--- src/rtl/fetch_stage_imem_if.sv ---
// Instruction-memory request/response bus between the fetch stage and imem.
// One request at a time: Imem_req/Imem_addr held until Imem_ready,
// response returned later as an Imem_rvalid pulse with Imem_rdata.
interface fetch_stage_imem_if;
    logic        Imem_req;
    logic [31:0] Imem_addr;
    logic        Imem_ready;
    logic        Imem_rvalid;
    logic [31:0] Imem_rdata;

    modport master (
        output Imem_req,
        output Imem_addr,
        input  Imem_ready,
        input  Imem_rvalid,
        input  Imem_rdata
    );

    modport slave (
        input  Imem_req,
        input  Imem_addr,
        output Imem_ready,
        output Imem_rvalid,
        output Imem_rdata
    );
endinterface

--- src/rtl/fetch_stage_imem.sv ---
// Fetch stage: owns the PC, issues one imem request at a time and presents
// the fetched instruction to the F/D register with a Valid_f qualifier.
// Handles hazard stalls and execute redirects, dropping a response that was
// already in flight when a redirect arrives.
module fetch_stage_imem #(
    parameter logic [31:0] RESET_PC = 32'h0000_0000
) (
    input  logic                        Clk,
    input  logic                        Reset,
    input  logic                        Stall_f,
    input  logic                        Redirect,
    input  logic [31:0]                 Pc_target,
    fetch_stage_imem_if.master          imem,
    output logic [31:0]                 Ins_f,
    output logic [31:0]                 Pc_f,
    output logic [31:0]                 Pc_plus_f,
    output logic                        Valid_f
);

    localparam logic [31:0] NOP = 32'h0000_0013;

    typedef enum logic [1:0] {
        REQ  = 2'd0,
        WAIT = 2'd1,
        HOLD = 2'd2
    } state_t;

    state_t      state;
    logic [31:0] pc_r;
    logic [31:0] ins_r;
    logic        drop_r;
    logic [31:0] tgt_aligned;

    // Redirect targets are forced onto a word boundary.
    assign tgt_aligned = Pc_target & ~32'h0000_0003;

    // Outputs are pure functions of the registered state.
    assign imem.Imem_req  = (state == REQ);
    assign imem.Imem_addr = pc_r;
    assign Pc_f           = pc_r;
    assign Pc_plus_f      = pc_r + 32'd4;
    assign Valid_f        = (state == HOLD);
    assign Ins_f          = (state == HOLD) ? ins_r : NOP;

    // Fetch FSM with PC, instruction and drop-flag updates; Redirect has
    // priority over both Stall_f and Imem_ready in every state.
    always_ff @(posedge Clk) begin
        if (Reset) begin
            state  <= REQ;
            pc_r   <= RESET_PC;
            ins_r  <= 32'h0000_0000;
            drop_r <= 1'b0;
        end else begin
            case (state)
                REQ: begin
                    if (Redirect) begin
                        pc_r <= tgt_aligned;
                        // Request at the old PC was taken anyway; its
                        // response must be thrown away.
                        if (imem.Imem_ready) begin
                            state  <= WAIT;
                            drop_r <= 1'b1;
                        end
                    end else if (imem.Imem_ready) begin
                        state <= WAIT;
                    end
                end
                WAIT: begin
                    if (Redirect) begin
                        pc_r <= tgt_aligned;
                        if (imem.Imem_rvalid) begin
                            drop_r <= 1'b0;
                            state  <= REQ;
                        end else begin
                            drop_r <= 1'b1;
                        end
                    end else if (imem.Imem_rvalid) begin
                        if (drop_r) begin
                            drop_r <= 1'b0;
                            state  <= REQ;
                        end else begin
                            ins_r <= imem.Imem_rdata;
                            state <= HOLD;
                        end
                    end
                end
                HOLD: begin
                    if (Redirect) begin
                        pc_r  <= tgt_aligned;
                        state <= REQ;
                    end else if (!Stall_f) begin
                        pc_r  <= pc_r + 32'd4;
                        state <= REQ;
                    end
                end
                default: begin
                    state <= REQ;
                end
            endcase
        end
    end

endmodule

--- src/flat_wrapper.sv ---
// flat-port wrapper written by rule: the top's interface ports become plain ports
module fetch_stage_imem_flat 
#(
    parameter logic [31:0] RESET_PC = 32'h0000_0000
)
  (Clk, Reset, Stall_f, Redirect, Pc_target, Ins_f, Pc_f, Pc_plus_f, Valid_f, imem_Imem_req, imem_Imem_addr, imem_Imem_ready, imem_Imem_rvalid, imem_Imem_rdata);
  fetch_stage_imem_if imem_i ();
  input  logic Clk;
  input  logic Reset;
  input  logic Stall_f;
  input  logic Redirect;
  input  logic [31:0] Pc_target;
  output logic [31:0] Ins_f;
  output logic [31:0] Pc_f;
  output logic [31:0] Pc_plus_f;
  output logic Valid_f;
  output wire logic [$bits(imem_i.Imem_req)-1:0] imem_Imem_req;
  output wire logic [$bits(imem_i.Imem_addr)-1:0] imem_Imem_addr;
  input wire logic [$bits(imem_i.Imem_ready)-1:0] imem_Imem_ready;
  input wire logic [$bits(imem_i.Imem_rvalid)-1:0] imem_Imem_rvalid;
  input wire logic [$bits(imem_i.Imem_rdata)-1:0] imem_Imem_rdata;
  assign imem_Imem_req = imem_i.Imem_req;
  assign imem_Imem_addr = imem_i.Imem_addr;
  assign imem_i.Imem_ready = imem_Imem_ready;
  assign imem_i.Imem_rvalid = imem_Imem_rvalid;
  assign imem_i.Imem_rdata = imem_Imem_rdata;
  fetch_stage_imem #(.RESET_PC(RESET_PC)) u_core (.Clk(Clk), .Reset(Reset), .Stall_f(Stall_f), .Redirect(Redirect), .Pc_target(Pc_target), .imem(imem_i), .Ins_f(Ins_f), .Pc_f(Pc_f), .Pc_plus_f(Pc_plus_f), .Valid_f(Valid_f));
endmodule
--- config.mk ---
export PLATFORM = sky130hd
export DESIGN_NAME = fetch_stage_imem_flat
export DESIGN_NICKNAME = d
export VERILOG_FILES = /design/src/rtl/fetch_stage_imem_if.sv /design/src/rtl/fetch_stage_imem.sv /design/src/flat_wrapper.sv
export SDC_FILE = /design/constraint.sdc
export NUM_CORES = 1
export LEC_CHECK = 0
export BUFFER_PORTS_ARGS = -buffer_cell sky130_fd_sc_hd__buf_4
export CORE_AREA = 4 4 121 123
export CTS_BUF_LIST = sky130_fd_sc_hd__clkbuf_2 sky130_fd_sc_hd__clkbuf_4 sky130_fd_sc_hd__clkbuf_8
export DETAILED_ROUTE_END_ITERATION = 10
export DIE_AREA = 0 0 125 127
export PLACE_DENSITY = 0.57
export SYNTH_ARGS = -nofsm -noshare
export SYNTH_HDL_FRONTEND = slang
export SYNTH_SLANG_ARGS = --single-unit
--- constraint.sdc ---
create_clock -name Clk -period 2.9 [get_ports Clk]
set_input_delay 0.58 -clock Clk [delete_from_list [all_inputs] [get_ports Clk]]
set_output_delay 0.58 -clock Clk [all_outputs]
set_load 0.005 [all_outputs]
* Yosys cells after proc, flatten, opt, wreduce, memory -nomap -nowiden
Cells that the tools add are included.
W data, S select, Z words.
** Operators by class
- Bitwise operators :: 2
- Reductions and logical operators :: 8
- Equality and inequality tests :: 8
- $add $sub $neg :: 1
- Mux-type cells :: 19
** Operator list (count)
- $mux W32 :: 4
- $pmux W32 S2 :: 1
- $add A32 B3 Y32 const B :: 1
- $mux W2 :: 7
- $reduce_and A4 Y1 :: 2
- $ne A3 B3 Y1 const B :: 2
- $pmux W2 S3 :: 1
- $reduce_and A3 Y1 :: 2
- $mux W1 :: 5
- $ne A2 B1 Y1 const B :: 2
- $ne A2 B2 Y1 const B :: 2
- $reduce_bool A2 Y1 :: 2
- $eq A2 B1 Y1 const B :: 1
- $eq A2 B2 Y1 const B :: 1
- $logic_not A2 Y1 :: 1
- $not A1 Y1 :: 2
- $pmux W1 S2 :: 1
- $reduce_or A2 Y1 :: 1
** Storage, ports and cells
- Output and inout bits :: 130
- Word-level logic and storage cells :: 42
- Flip-flop bits (word level) :: 67

* Logic depth before layout (Yosys ltp)
Gate-level depths: netlist of the first run.
- Depth in word-level cells :: 4
- Depth in mapped cells :: 8
- Gate-level depth less buffers :: 6

* Least setup slack after synthesis of the first run
Ideal clock, no wire load.
- Kind :: register to output
- Start point :: register u_core.pc_r[2] (netlist: u_core.Pc_f[2])
- End point :: output port Pc_plus_f[30]
- Arrival :: 2.344 ns
- Stages on the path, launching flop included :: 7
- Buffers on the path :: 1
- Slack :: -0.024 ns
- Data required time :: 2.320 ns
- Path through :: dfxtp_1 -> ha_1 -> nand3_1 -> or4_2 -> clkbuf_1 -> nor4_1 -> xor2_1
** On the way
- Cells in the longest elaborated chain, start to end :: 1
** Ends and longest elaborated chain
- from (decl) :: RTL line fetch_stage_imem.sv:29 : logic [31:0] pc_r;
- from (signal assigned) :: RTL line fetch_stage_imem.sv:57 : pc_r <= tgt_aligned;
- from (signal assigned) :: RTL line fetch_stage_imem.sv:70 : pc_r <= tgt_aligned;
- from (signal assigned) :: RTL line fetch_stage_imem.sv:89 : pc_r <= tgt_aligned;
- $add A32 B3 Y32 :: RTL line fetch_stage_imem.sv:41 : assign Pc_plus_f = pc_r + 32'd4;
- to (decl) :: RTL line flat_wrapper.sv:15 : output logic [31:0] Pc_plus_f;
Every way passes these cells.

* Worst setup path after layout of the first run
- Start point :: register u_core.pc_r[2] (netlist: u_core.Pc_f[2])
- End point :: output port Pc_plus_f[29]
The elaborated chain is that of the path after synthesis.

==> results of run 1 <==
## how the worst min path moves through the flow
stage / start / end / slack (ns) / cells after the start
floorplan: u_core.ins_r[0] / u_core.ins_r[0] / 0.43 / 2
global placement: u_core.ins_r[24] / u_core.ins_r[24] / 0.44 / 2
detailed placement: u_core.ins_r[3] / u_core.ins_r[3] / 0.44 / 2
CTS: imem_Imem_rvalid / u_core.state[0] / 0.44 / 2
global route: imem_Imem_rvalid / u_core.state[0] / 0.46 / 2
finish: u_core.ins_r[3] / u_core.ins_r[3] / 0.45 / 2
## state kept, by name, indices dropped and copies added (netlist names)
signal,cells
u_core.ins_r,32
u_core.state,2
u_core.drop_r,1
u_core.Pc_f,30
## kinds of logic after synthesis
group,Yosys count,synth area share [%]
compound gates,104,15.73
xor+xnor,28,6.081
other cells,1,0.09299
flops,65,32.27
fa+ha+maj,1,0.3102
mux,5,1.272
buf+inv,82,11.39
simple gates,264,32.86
## cell type report
cell class	count	area, um^2	share of cell area, %
Multi-Input combinational cell	408	2407	39.66
Timing Repair Buffer	249	1884	31.05
Sequential cell	65	1316	21.69
Tap cell	180	225.2	3.711
Clock buffer	12	158.9	2.618
Clock inverter	4	51.30	0.8452
Inverter	7	26.28	0.4329
## cells in the final DEF (no fill, tap or decap), types with 3 or more instances in the layout
master	Yosys	layout
buf_4	36	245
nand2_1	108	108
dfxtp_1	65	55
a21oi_1	52	52
and2_1	32	32
nor2_1	33	30
nand3_1	22	21
xor2_1	15	15
xnor2_1	13	13
clkbuf_8	0	11
nor3_1	11	10
a31oi_1	10	10
o21ai_0	10	9
dfxtp_2	0	9
nand2b_1	8	8
inv_1	7	7
a22oi_1	7	7
nand4_1	6	6
nor4_1	10	6
conb_1	1	6
or3_1	5	5
and3_1	4	4
mux2i_1	4	4
buf_6	2	4
or4_4	1	3
nor2b_1	4	3
nand3b_1	3	3
nand4b_1	3	3
o211ai_1	3	3
a21o_1	3	3
o31ai_1	3	3
## critical path, delay by kind of cell (launching register included)
family,cells,cell delay (ns)
XOR/XNOR,1,0.14
AND/OR/NAND/NOR,4,1.20
buffers and inverters,2,0.23
flip-flops,1,0.35
## power by group through the flow
stage	clock network, mW	registers [mW]	logic (mW)
after global placement	0	0.986	0.437
after detailed placement	0	0.989	0.441
after global routing	0.889	0.977	0.503
after CTS	0.855	0.970	0.451
after floorplan	0	0.999	0.196
final	0.824	0.971	0.462
## layer usage
layer / up-vias / share of wire [%] / GRT usage [%] / routed length, um
met5: - / 0 / 0 / 0
met4: 0 / 1.3 / 4.528 / 178
met3: 10 / 5.7 / 3.888 / 808
met2: 149 / 49 / 28.25 / 6925
met1: 2113 / 44 / 20.86 / 6196
li1: 2214 / - / - / -
## what timing repair did
| action | 4_1_cts | 5_1_grt |
|---|---|---|
| endpoints found under the setup margin | 10 | 7 |
| setup buffers | 4 | 14 |
| hold buffers | 0 | 0 |
| pin swaps | 5 | 6 |
| resized for setup | 22 | 10 |
| gates cloned | 0 | 0 |
| endpoints found under the hold margin | 0 | 0 |
## metrics by stage
| step | std cells | util, % | TNS (ns) | hold slack, ns | setup WS (ns) |
|---|---|---|---|---|---|
| after detailed placement | 892 | 41.05 | 0 | 0.4427 | 0.07805 |
| after global placement | 892 | 41.05 | 0 | 0.4372 | 0.1296 |
| final | 925 | 44.41 | 0 | 0.4505 | 0.06187 |
| after global routing | 925 | 44.41 | -0.05263 | 0.4638 | -0.04849 |
| after floorplan | 555 | - | 0 | 0.4312 | 0.04902 |
| after CTS | 911 | 43.46 | 0 | 0.4390 | 0.004718 |
==> impl_metrics.ini, run 1 <==
[power]
switching_share_pct = 27.30
p_per_area_nw_per_um2 = 371.9
finalPower_mw = 2.257
irDropWorstVdd_mv = 0.2011
p_clk_share_pct = 36.5
p_comb_share_pct = 20.5
power.switching_mw = 0.6162
p_seq_share_pct = 43.0
p_int_mw = 1.641
p_leak_nw = 2.686

[route]
wl_per_cell_um = 15.25
route.detailed.drc = 0
firstDrtPassIters = 4
vias_per_cell = 4.850
wl_mm = 14.11
vias = 4486
first_iter_violations = 271
ant_nets = 0

[cts]
clk_latency_ns = 0.34
cts.sink_count = 65
cts-root-buf = clkbuf_8
numCtsBuffers = 9
tritoncts = done
cts.path.max_buffers = 2
clkSlewWorstSetupHoldPaths_ns = 0.08
htree_levels = 3

[grt]
grt_pass1_vias = 4298
grt_usage_pct = 16.49
antenna_found_initial = 0
grt_max_degree = 73
grt_pass1_wl_mm = 21.78
overflow = 0

[synthesis]
syn_avg_cell_area_um2 = 7.332
yosysTopAreaCellShare_pct = 32.27
ys_seq_area_share_pct = 32.27
ys_async_sr_fraction_pct = 0
synthTopCellsByArea = dfxtp_1 32%, nand2_1 10%, buf_4 6.7%, a21oi_1 6.5%, and2_1 5.0%
synth_ff_type = dfxtp_1
yosysMostFrequentCell = nand2_1
synth_enable_flop_cells = 0
synthesis.area_um2 = 4033
syn_inst = 550
yosys_warnings = 0
yosysTopAreaCell = dfxtp_1
ys_top_cells_by_count = 108 x nand2_1, 65 x dfxtp_1, 52 x a21oi_1, 36 x buf_4, 35 x clkbuf_1
synth.distinct_cells = 57
ys_seq_elements = 65

[hold_path]
worstHoldPathType = flip-flop to flip-flop

[floorplanning]
initial_core_util_pct = 29.51
ios = 200
die_h_um = 127
die_area_um2 = 15880
row_count = 43
die_w_um = 125
core_area_um2 = 13670

[critical_path]
rrSetupSlack_ns = 0.51
critPathMaxFanout = 7
endpoint_kind = output pin
r2r_cells = 7
max_stage_delay_ns = 0.53
arrival_ns = 2.26
crit_end = Pc_plus_f[29]
crit_start = u_core.Pc_f[2]
r2r-start = u_core.Pc_f[2]
cp_slowest_cell = or4_4
r2r-end = u_core.Pc_f[31]
crit_chain = buf_6 -> nand4_4 -> or4_4 -> or3_4 -> nor2_4 -> xor2_1 -> buf_4
worstSetupPathType = flip-flop to output pin
crit_path_start_kind = flip-flop
crit_required_ns = 2.32

[cells_and_area]
diodes = 0
areaGrowthSynthToFinish_pct = 50.51
fin_area_um2 = 6070
final_nets = 811
drive_gt1_share_pct = 40.40
fillers = 1402

[placement]
place_hpwl_mm = 10.09
dpl-instance-area_um2 = 5609
gp_congestion = 0.8173
portBuffers = 191

[run]
maxCapViolCount = 0

[timing]
skew_ns = 0.01182
finalCritPeriodShare_pct = 97.87
fmax_ghz = 0.3523
rsz0062_at_grt = yes
period_needed_ns = 2.838
setup_violations = 0
worstMarginPinSlew_ns = 0.7898
slew-limit-headroom_pct = 47.34
slew_viol_final = 0
hold_viol_final = 0

[outcome]
status = finished, final reports clean
Note: power is estimated with default switching activity, not from simulation.
==> run 2: changes to the inputs <==
--- a/config.mk
+++ b/config.mk
@@ -11,6 +11,7 @@
 export DETAILED_ROUTE_END_ITERATION = 10
 export DIE_AREA = 0 0 125 127
 export PLACE_DENSITY = 0.57
+export RECOVER_POWER = 100
 export SYNTH_ARGS = -nofsm -noshare
 export SYNTH_HDL_FRONTEND = slang
 export SYNTH_SLANG_ARGS = --single-unit
==> impl_metrics.ini, run 2 (synthesis results as in run 1) <==
[outcome]
status = complete, but fails checks
failed_checks = max-capacitance violations, max-slew violations

[grt]
overflow = 0
grt_usage_pct = 16.49
grt_max_degree = 73
grt_pass1_vias = 4298
antenna_found_initial = 0
grt_pass1_wl_mm = 21.78

[power]
p_seq_share_pct = 43.2
irDropWorstVdd_mv = 0.2035
p_int_mw = 1.628
power.switching_mw = 0.6177
p_per_area_nw_per_um2 = 374.0
p_clk_share_pct = 36.9
switching_share_pct = 27.51
p_leak_nw = 2.610
p_comb_share_pct = 19.9

[timing]
worstMarginPinSlew_ns = 1.529
rsz0062_at_grt = yes
setup_tns_ns = 0
slew-limit-headroom_pct = -1.939
period_needed_ns = 2.828
slew_viol_final = 73
fmax_ghz = 0.3536
finalCritPeriodShare_pct = 97.53
setup_violations = 0
hold_viol_final = 0
skew_ns = 0.01436

[cells_and_area]
final_cell_mix = 206 x buf_4, 108 x nand2_1, 57 x dfxtp_1, 52 x a21oi_1, 32 x and2_1
diodes = 0
largest-register = u_core.ins_r
final_nets = 811
drive_gt1_share_pct = 37.99
fin_area_um2 = 6005
largest_reg_flops = 32
areaGrowthSynthToFinish_pct = 48.90
final_common_cell = buf_4

[cts]
htree_levels = 3
clkSlewWorstSetupHoldPaths_ns = 0.07
tritoncts = done
numCtsBuffers = 9
cts.path.max_buffers = 2
clk_latency_ns = 0.34
cts.sink_count = 65
cts-root-buf = clkbuf_8
postCtsHoldBufs = 0

[critical_path]
crit_path_start_kind = flip-flop
crit_required_ns = 2.32
critPathMaxFanout = 7
endpoint_kind = output pin
arrival_ns = 2.25
worstSetupPathType = flip-flop to output pin

[route]
wl_met3_um = 834
top_layer = met4
dr_wl_met2_mm = 6.826
vias_per_cell = 4.804
vias = 4444
ant_nets = 0
route.detailed.drc = 0
wl_met1_mm = 6.132
wl_per_cell_um = 15.14
wl_mm = 14.00
first_iter_violations = 255
firstDrtPassIters = 4

[floorplanning]
ios = 200
die_w_um = 125
die_area_um2 = 15880
core_area_um2 = 13670
die_h_um = 127
initial_core_util_pct = 29.51
row_count = 43

[placement]
dpl-instance-area_um2 = 5609
portBuffers = 191
place_hpwl_mm = 10.09
gp_congestion = 0.8173

[hold_path]
worstHoldPathType = flip-flop to flip-flop

[run]
maxCapViolCount = 1
run 2: per-layer routing:
layer	GRT usage [%]	vias to the layer above
met5	0	-
met4	4.528	0
met3	3.888	14
met2	28.25	142
met1	20.86	2067
li1	-	2221
run 2: area by class of cell:
class | count | area [um^2]
fillers | 1422 | 7661
multi-input cells | 408 | 2407
repair buffers | 249 | 1822
flip-flops and latches | 65 | 1314
well taps | 180 | 225.2
clock buffers | 12 | 158.9
clock inverters | 4 | 51.30
inverters | 7 | 26.28
run 2: power groups by stage:
stage / sequential [mW] / combinational, mW / clock, mW
after floorplan: 0.999 / 0.196 / 0
after global placement: 0.986 / 0.437 / 0
after CTS: 0.970 / 0.451 / 0.855
final: 0.970 / 0.447 / 0.828
after global routing: 0.976 / 0.491 / 0.889
after detailed placement: 0.989 / 0.441 / 0
run 2: path summary, 6_finish.rpt:
kind         slack, ns  cells past startpoint            start         endpoint
max               0.07                      7   u_core.Pc_f[2]    Pc_plus_f[29]
min               0.45                      2  u_core.ins_r[3]  u_core.ins_r[3]
max reg2reg       0.50                      7   u_core.Pc_f[2]  u_core.Pc_f[31]
min reg2reg       0.45                      2  u_core.ins_r[3]  u_core.ins_r[3]
run 2: per-stage QoR:
stage                     setup WS, ns  utilization (%)  hold WS, ns  instances  power, mW
final                          0.07176            43.94       0.4506        925      2.246
after global routing          -0.04849            43.94       0.4638        925      2.355
after CTS                     0.004718            43.46       0.4390        911      2.276
after detailed placement       0.07805            41.05       0.4427        892      1.429
after global placement          0.1296            41.05       0.4372        892      1.423
after floorplan                0.04902                -       0.4312        555      1.195
run 2: worst max-delay path, cell delays in order (launching register included):
cell,delay [ns]
dfxtp_2,0.35
buf_6,0.11
nand4_4,0.09
or4_4,0.52
or3_4,0.45
nor2_4,0.12
xor2_1,0.14
buf_4,0.12
run 2: timing repair:
item | CTS | global route
gates resized for setup | 22 | 10
endpoints found under the setup margin | 10 | 7
buffers inserted | 4 | 14
pin swaps | 5 | 6
